--- config.mk ---
export PLATFORM = sky130hd
export DESIGN_NAME = param_addsub_entry_flat
export DESIGN_NICKNAME = d
export VERILOG_FILES = /design/src/rtl/param_addsub_entry_if.sv /design/src/rtl/param_addsub_entry.sv /design/src/flat_wrapper.sv
export SDC_FILE = /design/constraint.sdc
export NUM_CORES = 1
export LEC_CHECK = 0
export CAP_MARGIN = 30
export CORE_ASPECT_RATIO = 2
export CORE_MARGIN = 1
export CORE_UTILIZATION = 40
export DETAILED_ROUTE_END_ITERATION = 12
export PLACE_DENSITY = 0.63
export SETUP_SLACK_MARGIN = 0.1
export SYNTH_ARGS = -nofsm -noshare
export SYNTH_HDL_FRONTEND = slang
export SYNTH_SLANG_ARGS = --single-unit
--- constraint.sdc ---
create_clock -name clk -period 9 [get_ports clk]
set_input_delay 1.35 -clock clk [delete_from_list [all_inputs] [get_ports clk]]
set_output_delay 1.35 -clock clk [all_outputs]
set_load 0.03 [all_outputs]
--- src/rtl/param_addsub_entry_if.sv ---
// Board-side bundle for the serial-entry add/sub unit: encoder strobe and
// switch chunk in, registered arithmetic result and status out.
interface param_addsub_entry_if #(
  parameter int WIDTH = 7,
  parameter int NIB   = 4
);
  logic             rotation_event;
  logic [NIB-1:0]   data_in;
  logic [WIDTH-1:0] result;
  logic             carry_out;
  logic             overflow;
  logic             valid;
  logic [1:0]       state;

  modport master (
    output rotation_event, data_in,
    input  result, carry_out, overflow, valid, state
  );

  modport slave (
    input  rotation_event, data_in,
    output result, carry_out, overflow, valid, state
  );
endinterface

--- src/rtl/param_addsub_entry.sv ---
// Signed add/sub unit whose operands and opcode are keyed in NIB bits per encoder step.
// Optional macro SATURATE_EN clamps overflowed results to the signed extreme.
module param_addsub_entry #(
  parameter int WIDTH = 7,
  parameter int NIB   = 4
) (
  input  logic                  clk,
  input  logic                  rst_n,
  param_addsub_entry_if.slave   bus
);

  localparam int CHUNKS = (WIDTH + NIB - 1) / NIB;
  localparam int IW     = (CHUNKS > 1) ? $clog2(CHUNKS) : 1;

  typedef enum logic [1:0] {
    LOAD_A  = 2'd0,
    LOAD_B  = 2'd1,
    LOAD_OP = 2'd2,
    SHOW    = 2'd3
  } state_t;

  state_t           stateQ, stateNext;
  logic [IW-1:0]    chunkQ, chunkNext;
  logic [WIDTH-1:0] opAQ, opANext, opBQ, opBNext;
  logic [WIDTH-1:0] resultQ, resultNext;
  logic [1:0]       opQ, opNext;
  logic             carryQ, carryNext, ovfQ, ovfNext, validQ, validNext;
  logic             prevEvt, strobe, lastChunk, firstChunk;
  logic [WIDTH-1:0] chunkMask, chunkData;
  logic [WIDTH-1:0] x, y, sumRes;
  logic [WIDTH:0]   sumFull;
  logic             cin, cIntoMsb, cOutMsb, ovfRaw;

  function automatic logic [WIDTH-1:0] insertChunk(
    input logic [WIDTH-1:0] cur,
    input logic             first,
    input logic [WIDTH-1:0] mask,
    input logic [WIDTH-1:0] data
  );
    logic [WIDTH-1:0] base;
    base = first ? '0 : cur;
    return (base & ~mask) | (data & mask);
  endfunction

  assign strobe     = bus.rotation_event & ~prevEvt;
  assign firstChunk = (chunkQ == '0);
  assign lastChunk  = (chunkQ == IW'(CHUNKS - 1));
  assign chunkMask  = WIDTH'({NIB{1'b1}}) << (int'(chunkQ) * NIB);
  assign chunkData  = WIDTH'(bus.data_in) << (int'(chunkQ) * NIB);
  assign opNext     = (stateQ == LOAD_OP && strobe) ? 2'(bus.data_in) : opQ;

  // Every op is X + Y' + cin so carry and overflow come from one adder.
  always_comb begin
    x   = opAQ;
    y   = opBQ;
    cin = 1'b0;
    unique case (opNext)
      2'b00: begin x = opAQ; y = opBQ;  cin = 1'b0; end
      2'b01: begin x = opAQ; y = ~opBQ; cin = 1'b1; end
      2'b10: begin x = opBQ; y = ~opAQ; cin = 1'b1; end
      2'b11: begin x = '0;   y = ~opAQ; cin = 1'b1; end
    endcase
    sumFull  = {1'b0, x} + {1'b0, y} + (WIDTH+1)'(cin);
    cOutMsb  = sumFull[WIDTH];
    cIntoMsb = x[WIDTH-1] ^ y[WIDTH-1] ^ sumFull[WIDTH-1];
    ovfRaw   = cIntoMsb ^ cOutMsb;
    sumRes   = sumFull[WIDTH-1:0];
`ifdef SATURATE_EN
    // On overflow both addends share a sign, and that sign is the true one.
    if (ovfRaw)
      sumRes = x[WIDTH-1] ? {1'b1, {(WIDTH-1){1'b0}}} : {1'b0, {(WIDTH-1){1'b1}}};
`endif
  end

  always_comb begin
    stateNext  = stateQ;
    chunkNext  = chunkQ;
    opANext    = opAQ;
    opBNext    = opBQ;
    resultNext = resultQ;
    carryNext  = carryQ;
    ovfNext    = ovfQ;
    validNext  = validQ;
    if (strobe) begin
      unique case (stateQ)
        // A strobe while showing a result is already the first A chunk.
        LOAD_A, SHOW: begin
          opANext   = insertChunk(opAQ, firstChunk, chunkMask, chunkData);
          validNext = 1'b0;
          if (lastChunk) begin
            chunkNext = '0;
            stateNext = LOAD_B;
          end else begin
            chunkNext = chunkQ + IW'(1);
            stateNext = LOAD_A;
          end
        end
        LOAD_B: begin
          opBNext = insertChunk(opBQ, firstChunk, chunkMask, chunkData);
          if (lastChunk) begin
            chunkNext = '0;
            stateNext = LOAD_OP;
          end else begin
            chunkNext = chunkQ + IW'(1);
          end
        end
        LOAD_OP: begin
          resultNext = sumRes;
          carryNext  = cOutMsb;
          ovfNext    = ovfRaw;
          validNext  = 1'b1;
          stateNext  = SHOW;
        end
      endcase
    end
  end

  // prevEvt resets high so a line already asserted at release is ignored.
  always_ff @(posedge clk or negedge rst_n) begin
    if (!rst_n) begin
      stateQ  <= LOAD_A;
      chunkQ  <= '0;
      opAQ    <= '0;
      opBQ    <= '0;
      opQ     <= '0;
      resultQ <= '0;
      carryQ  <= 1'b0;
      ovfQ    <= 1'b0;
      validQ  <= 1'b0;
      prevEvt <= 1'b1;
    end else begin
      stateQ  <= stateNext;
      chunkQ  <= chunkNext;
      opAQ    <= opANext;
      opBQ    <= opBNext;
      opQ     <= opNext;
      resultQ <= resultNext;
      carryQ  <= carryNext;
      ovfQ    <= ovfNext;
      validQ  <= validNext;
      prevEvt <= bus.rotation_event;
    end
  end

  assign bus.result    = resultQ;
  assign bus.carry_out = carryQ;
  assign bus.overflow  = ovfQ;
  assign bus.valid     = validQ;
  assign bus.state     = stateQ;

endmodule

--- src/flat_wrapper.sv ---
// flat-port wrapper written by rule: the top's interface ports become plain ports
module param_addsub_entry_flat 
#(
  parameter int WIDTH = 7,
  parameter int NIB   = 4
)
  (clk, rst_n, bus_rotation_event, bus_data_in, bus_result, bus_carry_out, bus_overflow, bus_valid, bus_state);
  param_addsub_entry_if #(.WIDTH(WIDTH), .NIB(NIB)) bus_i ();
  input  logic clk;
  input  logic rst_n;
  input wire logic [$bits(bus_i.rotation_event)-1:0] bus_rotation_event;
  input wire logic [$bits(bus_i.data_in)-1:0] bus_data_in;
  output wire logic [$bits(bus_i.result)-1:0] bus_result;
  output wire logic [$bits(bus_i.carry_out)-1:0] bus_carry_out;
  output wire logic [$bits(bus_i.overflow)-1:0] bus_overflow;
  output wire logic [$bits(bus_i.valid)-1:0] bus_valid;
  output wire logic [$bits(bus_i.state)-1:0] bus_state;
  assign bus_i.rotation_event = bus_rotation_event;
  assign bus_i.data_in = bus_data_in;
  assign bus_result = bus_i.result;
  assign bus_carry_out = bus_i.carry_out;
  assign bus_overflow = bus_i.overflow;
  assign bus_valid = bus_i.valid;
  assign bus_state = bus_i.state;
  param_addsub_entry #(.WIDTH(WIDTH), .NIB(NIB)) u_core (.clk(clk), .rst_n(rst_n), .bus(bus_i));
endmodule
Word-level counts from Yosys, hierarchy flattened
Cells that the tools add are included.
{"block": "classes", "n_addsub": 3, "mul": 0, "div_mod_pow": 0, "magnitude_cmp": 0, "n_eq_ne": 7, "n_shift": 2, "mux": 11, "bitwise_logic": 13, "reduce_logical": 15}
{"cell": "7-bit one-hot mux with 3 select lines", "n": 2}
{"cell": "7-bit bitwise AND", "n": 3}
{"cell": "7-bit inverter", "n": 3}
{"cell": "7-bit two-way mux", "n": 2}
{"cell": "7-bit bitwise OR", "n": 2}
{"cell": "2-bit AND reduction", "n": 6}
{"cell": "7-bit by 7-bit adder with 8-bit output", "n": 1}
{"cell": "8-bit by 1-bit adder with 8-bit output", "n": 1}
{"cell": "2-bit == test, second input constant", "n": 4}
{"cell": "4-bit by 3-bit left shift with 7-bit output", "n": 1}
{"cell": "4-bit by 3-bit left shift with 7-bit output, first input constant", "n": 1}
{"cell": "2-bit one-hot mux with 3 select lines", "n": 1}
{"cell": "2-bit OR reduction", "n": 3}
{"cell": "3-bit OR reduction", "n": 2}
{"cell": "2-bit by 1-bit == test with 1-bit output, second input constant", "n": 2}
{"cell": "2-bit logical NOT", "n": 2}
{"cell": "2-bit two-way mux", "n": 2}
{"cell": "1-bit one-hot mux with 2 select lines", "n": 2}
{"cell": "1-bit bitwise XOR", "n": 3}
{"cell": "1-bit two-way mux", "n": 2}
{"cell": "2-bit by 1-bit != test with 1-bit output, second input constant", "n": 1}
{"cell": "2-bit nonzero test", "n": 1}
{"cell": "1-bit adder, second input constant", "n": 1}
{"cell": "1-bit bitwise AND", "n": 1}
{"cell": "2 further kinds", "n": 2}
{"block": "totals", "regBits": 30, "latchBits": 0, "ramBits": 0, "romBits": 0, "in_bits": 7, "memories": 0}

Depth between registers and ports, before layout
{"block": "logic_depth", "ltp_word": 11, "ltp_mapped": 13, "depth_no_buf": 12}

Worst setup path after synthesis
OpenSTA, ideal clock, no wires.
{"block": "synth_path", "kind": "input -> register", "start": "in bus_rotation_event", "end": "reg u_core.ovfQ, in the netlist u_core.bus.overflow", "t_arrival_ps": 3883, "required_time_ps": 8918, "slack_ps": 5036, "path_stages": 10, "path_buffers": 1, "cell_sequence": "nand3b_4 -> mux2_4 -> buf_6 -> or2_1 -> fa_1 -> fa_1 -> a21o_1 -> a2111o_1 -> a21o_1 -> a31oi_1"}
{"block": "synth_via", "elab_chain_cells": 10, "elab_cells_between_ends": 19}
{"element": "from (decl)", "line": "flat_wrapper.sv:11", "text": "input wire logic [$bits(bus_i.rotation_event)-1:0] bus_rotation_event;"}
{"element": "1-bit bitwise AND (*)", "line": "param_addsub_entry.sv:45", "text": "assign strobe = bus.rotation_event & ~prevEvt;"}
{"element": "1-bit logical AND (*)", "line": "param_addsub_entry.sv:50", "text": "assign opNext = (stateQ == LOAD_OP && strobe) ? 2'(bus.data_in) : opQ;"}
{"element": "2-bit two-way mux (*)", "line": "param_addsub_entry.sv:50"}
{"element": "net u_core.opNext[0]", "line": "param_addsub_entry.sv:26", "text": "logic [1:0] opQ, opNext;"}
{"element": "2-bit by 1-bit == test with 1-bit output, or another cell as far along", "line": "param_addsub_entry.sv:57", "text": "unique case (opNext)"}
{"element": "2-bit OR reduction (no line)"}
{"element": "7-bit one-hot mux with 3 select lines", "line": "param_addsub_entry.sv:57"}
{"element": "7-bit by 7-bit adder with 8-bit output", "line": "param_addsub_entry.sv:63", "text": "sumFull = {1'b0, x} + {1'b0, y} + (WIDTH+1)'(cin);"}
{"element": "8-bit by 1-bit adder with 8-bit output", "line": "param_addsub_entry.sv:63"}
{"element": "1-bit bitwise XOR", "line": "param_addsub_entry.sv:65", "text": "cIntoMsb = x[WIDTH-1] ^ y[WIDTH-1] ^ sumFull[WIDTH-1];"}
{"element": "1-bit bitwise XOR (*)", "line": "param_addsub_entry.sv:66", "text": "ovfRaw = cIntoMsb ^ cOutMsb;"}
{"element": "to (signal assigned)", "line": "param_addsub_entry.sv:139", "text": "ovfQ <= ovfNext;"}
{"element": "to (decl)", "line": "param_addsub_entry.sv:27", "text": "logic carryQ, carryNext, ovfQ, ovfNext, validQ, validNext;"}
The timed path passes the listed nets; every way through them passes the cells marked *.
A chain may end at the register's enable or synchronous reset.

Worst setup path after layout
Same ends and word-level chain as after synthesis.

==> flow_summary.json <==
{
  "synth_nets": 179,
  "grt_start_max_net_pins": 31,
  "seq_area_frac_synth": 0.434,
  "ys_ff_latch": 30,
  "cts-root-buf": "clkbuf_8",
  "detail_route.wl_per_cell_um": 14.7,
  "period_needed_ns": 4.74,
  "die_h_um": 95.1,
  "tns_ns": 0,
  "setup_viol": 0,
  "critPathRequiredTime_ns": 9.21,
  "layout_common_cells": "dfrtp_1, nand2_1, clkdlybuf4s50_1, o21ai_0, xnor2_1",
  "min_from": "u_core.bus.result[4]",
  "drt_first_pass_iters": 4,
  "drv_cap": 0,
  "cp-start-kind": "primary input",
  "async_flop_share": 1.00,
  "crit_arrival_ns": 4.95,
  "outcome": "completed",
  "critical_path_class": "in -> reg",
  "synth-edff-count": 0,
  "syn_inst": 161,
  "fmax_mhz": 211,
  "fin_nets": 200,
  "cts_tree": "built",
  "grtUsageTotal": 0.170,
  "wirelength_um": 3450,
  "io_buffers": 18,
  "min_period_over_period": 0.527,
  "seqCellArea_sq_um": 752,
  "num_antenna_cells": 0,
  "instances_no_fill": 235,
  "cts.clk_slew.worst_paths_ns": 0.06,
  "fill_cells": 388,
  "reg2reg_slack_ns": 5.11,
  "grt_overflow_total": 0,
  "holdBufCountCts": 0,
  "rr_endpoint": "u_core.bus.overflow",
  "cts.sinks": 30,
  "coreArea_sq_mm": 0.00413,
  "vias": 1223,
  "final_common_cell": "dfrtp_1",
  "antenna_found_initial": 0,
  "dieArea_sq_mm": 0.00462,
  "drt_iter0_markers": 22,
  "gp_congestion": 0.837,
  "synthesis.area_sq_mm": 0.00173,
  "dpl.cell_count": 227,
  "cts_resized": 0,
  "multi_input_area_sq_um": 933,
  "drtAntennaViolNets": 0,
  "r2r-start": "u_core.bus.state[0]",
  "slew_headroom": 0.528,
  "viasPerCell": 5.20,
  "ys.warnings.count": 0,
  "initial_utilization": 0.420,
  "hold_slack_ns": 0.480,
  "worst_pin_slew_ns": 0.694,
  "grt_pass1_wl_um": 5790,
  "worstSkewPairLatency_ns": 0.29,
  "reg2reg_depth": 12,
  "cp-end-kind": "flip-flop",
  "post_cts_buffers": 0,
  "grt_setup_unrepaired": "false",
  "htreeDepth": 2,
  "std_cell_rows": 33,
  "numCtsBuffers": 5,
  "ys_types": 36,
  "drv_slew": 0,
  "drive_gt1_frac": 0.0929,
  "die_x_um": 48.6,
  "clockBufferDepth": 2,
  "dp_hpwl_um": 2700,
  "worstPathMaxFanout": 16,
  "finalClockSkew_ns": 0.00405,
  "ios": 19,
  "drcViolationCount": 0,
  "whs_endpoint": "u_core.bus.result[4]",
  "hold_depth": 2,
  "grt_pass1_vias": 1290,
  "area_growth_pct": 17.9,
  "hp-class": "reg -> reg",
  "hold_viol_final": 0,
  "synthFlopType": "dfrtp_1",
  "syn_area_per_cell_sq_um": 10.8
}
## metal layers
metal	GRT usage	up-vias	wire (um)
met5	0	-	0
met4	0.110	0	78
met3	0.0335	6	99
met2	0.343	23	2050
met1	0.148	594	1220
li1	-	600	-
## worst max-delay path by stage
| stage | from | endpoint | slack (ns) | cells after the start |
|---|---|---|---|---|
| floorplan | bus_rotation_event | u_core.bus.overflow | 5.04 | 10 |
| global placement | bus_rotation_event | u_core.bus.overflow | 4.02 | 11 |
| detailed placement | bus_rotation_event | u_core.bus.overflow | 3.94 | 11 |
| CTS | bus_rotation_event | u_core.bus.overflow | 4.25 | 11 |
| global route | bus_rotation_event | u_core.bus.overflow | 4.07 | 11 |
| finish | bus_rotation_event | u_core.bus.overflow | 4.26 | 11 |
## worst max-delay path, cell delays in order
cell,delay [ns]
clkdlybuf4s50_1,0.56
nand3b_4,0.21
mux2i_4,0.63
inv_2,0.07
or2_1,0.27
fa_1,0.48
fa_1,0.42
a21o_1,0.22
a2111o_1,0.42
a21o_1,0.17
a31oi_1,0.15
## cells by family after synthesis
kind of cell,count (synthesis),share of synthesized area
xor gates and xnor gates,12,0.0606
AOI/OAI and AO/OA,35,0.133
adders and majority gates,11,0.0880
buffers and inverters,9,0.0281
DFF,30,0.434
and+or+nand+nor,46,0.136
muxes,18,0.120
## final cells by class
class	count	area share
clock buffers	7	0.0422
multi-input cells	122	0.457
flip-flops and latches	30	0.368
repair buffers	19	0.0918
inverters	4	0.00734
well taps	52	0.0318
clock inverters	1	0.00245
## through the flow
stage                     setup WS (ns)  instance area (sq um)  utilization
after floorplan                    5.04                   1730            -
after global placement             4.02                   1950        0.473
after detailed placement           3.94                   1950        0.473
after CTS                          4.25                   2040        0.495
after global routing               4.07                   2040        0.495
final                              4.26                   2040        0.495
## synthesized netlist by cell type, types with 2 or more instances
library cell  number  area [sq um]
a211o_1            2          17.5
a21o_1             3          22.5
a21oi_1            4          20.0
a22o_1             7          61.3
a31oi_1            2          12.5
and2_1             2          12.5
and3_1             2          12.5
buf_6              2          22.5
clkbuf_1           3          11.3
dfrtp_1           29           726
fa_1               2          40.0
ha_1               9           113
inv_1              3          11.3
mux2_1             9           101
mux2i_1            7          70.1
nand2_1           27           101
nand3_1            3          15.0
nor2_1             4          15.0
nor2_2             2          12.5
o21ai_0           13          65.1
xnor2_1           10          87.6
xor2_1             2          17.5
Power is not shown: default switching activity piles up to over one toggle a cycle in this logic, so the estimate is an artifact.
